===== src/rtl/execute_cycle_pkg.sv =====
// Shared encodings for the execute stage: ALU operation codes and
// operand forwarding selects. Decode, hazard unit and execute all import
// this package so the encodings cannot drift apart.
package execute_cycle_pkg;

    // ALU operation select carried on ALUControlE
    typedef enum logic [2:0] {
        ALU_ADD = 3'b000,
        ALU_SUB = 3'b001,
        ALU_AND = 3'b010,
        ALU_OR  = 3'b011,
        ALU_SLT = 3'b101
    } alu_op_e;

    // Operand source select driven by the hazard unit.
    // Code 2'b11 is unused and falls back to the register file operand.
    typedef enum logic [1:0] {
        FWD_REG = 2'b00,
        FWD_WB  = 2'b01,
        FWD_MEM = 2'b10
    } fwd_sel_e;

    // Signed less-than, returned as a full-width 0/1 result
    function automatic logic [31:0] slt32(input logic [31:0] a, input logic [31:0] b);
        logic [31:0] res;
        if ($signed(a) < $signed(b)) begin
            res = 32'd1;
        end else begin
            res = 32'd0;
        end
        return res;
    endfunction

endpackage


===== src/rtl/execute_cycle_alu.sv =====
// 32-bit ALU for the execute stage. Add/sub wrap modulo 2^32 and no
// overflow flag exists; unassigned opcodes produce zero.
module alu
    import execute_cycle_pkg::*;
(
    input  logic [31:0] A,
    input  logic [31:0] B,
    input  logic [2:0]  ALUControl,
    output logic [31:0] Result,
    output logic        Zero
);

    logic [31:0] result_s;

    // Operation select; anything outside the defined set yields zero
    always_comb begin
        result_s = 32'd0;
        case (ALUControl)
            ALU_ADD: result_s = A + B;
            ALU_SUB: result_s = A - B;
            ALU_AND: result_s = A & B;
            ALU_OR:  result_s = A | B;
            ALU_SLT: result_s = slt32(A, B);
            default: result_s = 32'd0;
        endcase
    end

    assign Result = result_s;
    assign Zero   = (result_s == 32'd0);

endmodule


===== src/rtl/execute_cycle.sv =====
// Execute stage of the 5-stage pipeline: operand forwarding muxes, ALU,
// branch decision/target, and the Execute->Memory pipeline register.
// Branch outputs are combinational so the fetch stage can redirect in the
// same cycle; everything headed for Memory is registered.
module execute_cycle
    import execute_cycle_pkg::*;
(
    input  logic        clk,
    input  logic        rst,
    input  logic        RegWriteE,
    input  logic        MemWriteE,
    input  logic        ResultSrcE,
    input  logic        BranchE,
    input  logic        ALUSrcE,
    input  logic [2:0]  ALUControlE,
    input  logic [31:0] RD1_E,
    input  logic [31:0] RD2_E,
    input  logic [31:0] Imm_Ext_E,
    input  logic [31:0] PCE,
    input  logic [31:0] PCPlus4E,
    input  logic [4:0]  RD_E,
    input  logic [1:0]  ForwardA_E,
    input  logic [1:0]  ForwardB_E,
    input  logic [31:0] ResultW,
    output logic        PCSrcE,
    output logic [31:0] PCTargetE,
    output logic        RegWriteM,
    output logic        MemWriteM,
    output logic        ResultSrcM,
    output logic [4:0]  RD_M,
    output logic [31:0] PCPlus4M,
    output logic [31:0] WriteDataM,
    output logic [31:0] ALU_ResultM
);

    logic [31:0] src_a_s;
    logic [31:0] fwd_b_s;
    logic [31:0] src_b_s;
    logic [31:0] alu_result_s;
    logic        zero_s;

    logic        reg_write_m_r;
    logic        mem_write_m_r;
    logic        result_src_m_r;
    logic [4:0]  rd_m_r;
    logic [31:0] pc_plus4_m_r;
    logic [31:0] write_data_m_r;
    logic [31:0] alu_result_m_r;

    // Operand A forwarding; the MEM path uses the value currently held in
    // the E/M register so a back-to-back dependency needs no bubble
    always_comb begin
        src_a_s = RD1_E;
        case (ForwardA_E)
            FWD_REG: src_a_s = RD1_E;
            FWD_WB:  src_a_s = ResultW;
            FWD_MEM: src_a_s = alu_result_m_r;
            default: src_a_s = RD1_E;
        endcase
    end

    // Operand B forwarding; this value is also the store data
    always_comb begin
        fwd_b_s = RD2_E;
        case (ForwardB_E)
            FWD_REG: fwd_b_s = RD2_E;
            FWD_WB:  fwd_b_s = ResultW;
            FWD_MEM: fwd_b_s = alu_result_m_r;
            default: fwd_b_s = RD2_E;
        endcase
    end

    // Immediate vs. register operand for the ALU B input
    always_comb begin
        src_b_s = fwd_b_s;
        if (ALUSrcE) begin
            src_b_s = Imm_Ext_E;
        end else begin
            src_b_s = fwd_b_s;
        end
    end

    alu u_alu (
        .A          (src_a_s),
        .B          (src_b_s),
        .ALUControl (ALUControlE),
        .Result     (alu_result_s),
        .Zero       (zero_s)
    );

    // beq-style branch decision and target, unregistered
    assign PCSrcE    = BranchE & zero_s;
    assign PCTargetE = PCE + Imm_Ext_E;

    // E/M pipeline register; reset squashes the instruction in Execute
    always_ff @(posedge clk) begin
        if (rst) begin
            reg_write_m_r  <= 1'b0;
            mem_write_m_r  <= 1'b0;
            result_src_m_r <= 1'b0;
            rd_m_r         <= 5'd0;
            pc_plus4_m_r   <= 32'd0;
            write_data_m_r <= 32'd0;
            alu_result_m_r <= 32'd0;
        end else begin
            reg_write_m_r  <= RegWriteE;
            mem_write_m_r  <= MemWriteE;
            result_src_m_r <= ResultSrcE;
            rd_m_r         <= RD_E;
            pc_plus4_m_r   <= PCPlus4E;
            write_data_m_r <= fwd_b_s;
            alu_result_m_r <= alu_result_s;
        end
    end

    assign RegWriteM   = reg_write_m_r;
    assign MemWriteM   = mem_write_m_r;
    assign ResultSrcM  = result_src_m_r;
    assign RD_M        = rd_m_r;
    assign PCPlus4M    = pc_plus4_m_r;
    assign WriteDataM  = write_data_m_r;
    assign ALU_ResultM = alu_result_m_r;

endmodule


===== config.mk =====
export PLATFORM = sky130hd
export DESIGN_NAME = execute_cycle
export DESIGN_NICKNAME = d
export VERILOG_FILES = /design/src/rtl/execute_cycle_pkg.sv /design/src/rtl/execute_cycle_alu.sv /design/src/rtl/execute_cycle.sv
export SDC_FILE = /design/constraint.sdc
export NUM_CORES = 1
export LEC_CHECK = 0
export ABC_AREA = 1
export BUFFER_PORTS_ARGS = -buffer_cell sky130_fd_sc_hd__buf_2
export CAP_MARGIN = 40
export CORE_MARGIN = 3
export CORE_UTILIZATION = 45
export CTS_CLUSTER_DIAMETER = 40
export DETAILED_ROUTE_END_ITERATION = 10
export GPL_ROUTABILITY_DRIVEN = 0
export PLACE_DENSITY = 0.7
export REMOVE_ABC_BUFFERS = 1
export SYNTH_ARGS = -nofsm -noshare
export SYNTH_HDL_FRONTEND = slang
export SYNTH_SLANG_ARGS = --single-unit

===== constraint.sdc =====
create_clock -name clk -period 4 [get_ports clk]
set_input_delay 0.4 -clock clk [delete_from_list [all_inputs] [get_ports clk]]
set_output_delay 0.4 -clock clk [all_outputs]
set_load 0.005 [all_outputs]

==> impl_metrics.env <==
export IMPL_slowest_stage="fa_2"
export IMPL_async_flop_share=0
export IMPL_critical_path_class="input pin to primary output"
export IMPL_slowest_delay_ns=0.44
export IMPL_hold_start="PCPlus4E[5]"
export IMPL_antenna_found_initial=1
export IMPL_holdPathStages=3
export IMPL_power_density_mw_per_mm2=342
export IMPL_p_sw_uw=3210
export IMPL_rsz0062_at_grt="yes"
export IMPL_synth_seq_area_share=0.165
export IMPL_cts_root_buf="clkbuf_16"
export IMPL_ys_flop_type="dfxtp_1"
export IMPL_status="complete, but fails checks"
export IMPL_synth_cell_types=47
export IMPL_cp_end_kind="primary output"
export IMPL_syn_avg_cell_area_sq_um=5.94
export IMPL_remaining_drc_errors=0
export IMPL_wl_per_cell_um=19.8
export IMPL_preCtsSetupSlack_ns=-0.937
export IMPL_whs_ns=0.219
export IMPL_io_buffer_count=347
export IMPL_fp_coreArea_sq_mm=0.0273
export IMPL_rrSetupSlack_ns=0.38
export IMPL_crit_arrival_ns=3.93
export IMPL_cts_tree="built"
export IMPL_clk_path_buf_depth=2
export IMPL_ff2ff_path_depth=26
export IMPL_p_leak_uw=0.0109
export IMPL_maxCapViolations=0
export IMPL_ant_nets=0
export IMPL_critical_path_required_ns=3.60
export IMPL_nFillCells=2153
export IMPL_vias=17945
export IMPL_crit_fanout=7
export IMPL_hpwl_um=47700
export IMPL_numClockSinks=104
export IMPL_vdd_drop_max_uv=226
export IMPL_min_path_type="input pin to flip-flop"
export IMPL_setup_viol=1
export IMPL_period_minus_slack_ns=4.33
export IMPL_synth_edff_count=0
export IMPL_cp_start_kind="input pin"
export IMPL_violations="setup timing"
export IMPL_first_iter_violations=2337
export IMPL_clkPwrFrac=0.142
export IMPL_routed_wl_um=63900
export IMPL_ys_ff_latch=104
export IMPL_initial_utilization=0.463
export IMPL_finalMaxSlewViolations=0
export IMPL_path_cells="buf_6 > buf_4 > ha_4 > buf_12 > a221o_1 > o21ai_4 > o21ai_4 > ha_4 > inv_2 > fa_2 > inv_1 > o21ai_0 > nor2_1 > nand2_1 > nor2_1 > nand3_1 > nor2_2 > nand3_2 > nor2_1 > nand2_1 > nor2_2 > nand3_2 > nor2_4 > buf_2"
export IMPL_max_freq_mhz=231
export IMPL_grt_pass1_vias=16865
export IMPL_area_growth_pct=57.2
export IMPL_synth_warnings=0
export IMPL_io_pins=348
export IMPL_max_slew_margin=0.477
export IMPL_p_seq_frac=0.172
export IMPL_clk_latency_ns=0.37
export IMPL_drive_gt1_frac=0.405
export IMPL_htreeDepth=3
export IMPL_setup_slack_ns=-0.334
export IMPL_chipWidth_um=174
export IMPL_setup_tns_final_ns=-0.334
export IMPL_drtPass1Iterations=8
export IMPL_clk_pin_slew_ns=0.09
export IMPL_grt_max_degree=73
export IMPL_power_internal_uw=3580
export IMPL_crit_path_frequent_cell="nor2_1"
export IMPL_timing_rr_end="WriteDataM[13]$_SDFF_PP0_"
export IMPL_num_rows=60
export IMPL_die_area_sq_mm=0.0302
export IMPL_post_route_period_util=1.08
export IMPL_grt_overflow=0
export IMPL_hold_path_end="PCPlus4M[5]$_SDFF_PP0_"
export IMPL_skew_ns=0.0156
export IMPL_chipHeight_um=174
export IMPL_hold_viol=0
export IMPL_sw_frac_of_total=0.473
export IMPL_total_power_uw=6790
export IMPL_num_nets_final=3197
export IMPL_worstMarginPinSlew_ns=0.777
export IMPL_cts_hold_repair_buffers=0
export IMPL_avgViaCountPerCell=5.58
export IMPL_grt_pass1_wl_um=90900
export IMPL_numCtsBuffers=9
export IMPL_grtUsageTotal=0.377
export IMPL_pwr_share_comb=0.686
export IMPL_syn_inst=2130
export IMPL_r2r_start="ALU_ResultM[13]$_SDFF_PP0_"
export IMPL_synthesis_area_sq_mm=0.0126
## layout by cell type (no fill, tap or decap), drive strengths merged, types with 4 or more instances in the layout
master | synthesis | routed
nor2 | 270 | 270
ha | 144 | 144
o22ai | 23 | 23
xor2 | 18 | 18
inv | 397 | 401
a21oi | 99 | 99
nand3 | 152 | 152
o21ai | 167 | 167
nand4 | 9 | 9
dfxtp | 104 | 104
nand3b | 7 | 7
a21o | 6 | 6
clkbuf | 42 | 12
xnor2 | 13 | 13
a221o | 63 | 63
clkinv | 1 | 4
buf | 35 | 772
nor3 | 18 | 18
nand2 | 527 | 527
o21bai | 13 | 13
## cell type report
type / count / area [sq um] / area share
inverters: 398 / 1510 / 0.0759
repair buffers: 775 / 5280 / 0.266
flip-flops and latches: 104 / 2080 / 0.105
clock buffers: 9 / 225 / 0.0113
clock inverters: 7 / 91.3 / 0.00459
multi-input cells: 1551 / 10200 / 0.514
well taps: 372 / 465 / 0.0234
diodes: 2 / 5.00 / 0.000252
## what timing repair did
action | CTS | global route
hold endpoints to repair | 0 | 0
setup buffers | 61 | 20
gates cloned | 2 | 4
endpoints found under the setup margin | 1 | 2
pin swaps | 78 | 102
gates resized for setup | 216 | 269
## cells in the mapped netlist (7+ instances only)
| cell | instances | area share |
|---|---|---|
| nand2_1 | 507 | 0.15 |
| nor3_1 | 15 | 0.0059 |
| xor2_1 | 18 | 0.012 |
| a21oi_1 | 92 | 0.036 |
| nand4_1 | 9 | 0.0045 |
| nor2_1 | 253 | 0.075 |
| a221o_1 | 63 | 0.050 |
| buf_6 | 7 | 0.0062 |
| o21ai_0 | 161 | 0.064 |
| nand3_1 | 146 | 0.058 |
| buf_2 | 12 | 0.0047 |
| xnor2_1 | 13 | 0.0090 |
| buf_4 | 13 | 0.0077 |
| dfxtp_1 | 104 | 0.16 |
| nor2_2 | 15 | 0.0074 |
| nand2_2 | 19 | 0.0094 |
| inv_2 | 13 | 0.0039 |
| ha_1 | 144 | 0.14 |
| inv_1 | 383 | 0.11 |
| o21bai_1 | 13 | 0.0077 |
| clkbuf_1 | 42 | 0.012 |
| o22ai_1 | 23 | 0.011 |
## power groups by stage
stage                     Clock, uW  Sequential [uW]  Combinational (uW)
after floorplan                   0             1190                1850
after global placement            0             1190                3550
after detailed placement          0             1190                3620
after CTS                       966             1170                4020
after global routing           1020             1180                4950
final                           963             1170                4660
## layer usage
metal / share of wire / wire length, um / global-route usage / vias to the layer above
li1: - / - / - / 8235
met1: 0.35 / 22400 / 0.432 / 7996
met2: 0.44 / 28300 / 0.626 / 1360
met3: 0.12 / 7740 / 0.0898 / 354
met4: 0.086 / 5480 / 0.253 / 0
met5: 0 / 0 / 0 / -
## state kept, by name (all words and copies together) (netlist names)
signal and count:
ALU_ResultM 32, PCPlus4M 32, WriteDataM 32, RD_M 5, MemWriteM 1, RegWriteM 1
ResultSrcM 1
## critical path, delay by kind of cell
family / cells / cell delay, ns
adder cells (fa/ha/maj): 3 / 0.82
AND/OR/NAND/NOR: 11 / 1.32
buffers and inverters: 6 / 0.68
AO/OA/AOI/OAI: 4 / 0.70
## worst max-delay path by stage
stage / start / endpoint / depth (start not counted)
2_1_floorplan: ForwardB_E[0] / PCSrcE / 25
3_3_place_gp: ForwardB_E[0] / PCSrcE / 25
3_5_place_dp: ForwardB_E[0] / PCSrcE / 25
4_1_cts: ForwardB_E[0] / PCSrcE / 26
5_1_grt: ForwardB_E[0] / PCSrcE / 27
6_report: ForwardB_E[0] / PCSrcE / 24
## kinds of logic after synthesis
logic type                 share of synthesized area
AOI/OAI and AO/OA                              0.190
xor gates and xnor gates                      0.0215
adders and majority gates                      0.147
buffers and inverters                          0.150
DFF                                            0.165
and+or+nand+nor                                0.327
## through the flow
stage,util,cells,instance area (sq um)
after floorplan,-,2053,12200
after global placement,0.628,3117,17200
after detailed placement,0.631,3120,17200
after CTS,0.685,3197,18700
after global routing,0.727,3217,19900
final,0.728,3218,19900
(Power assumes the default switching activity.)
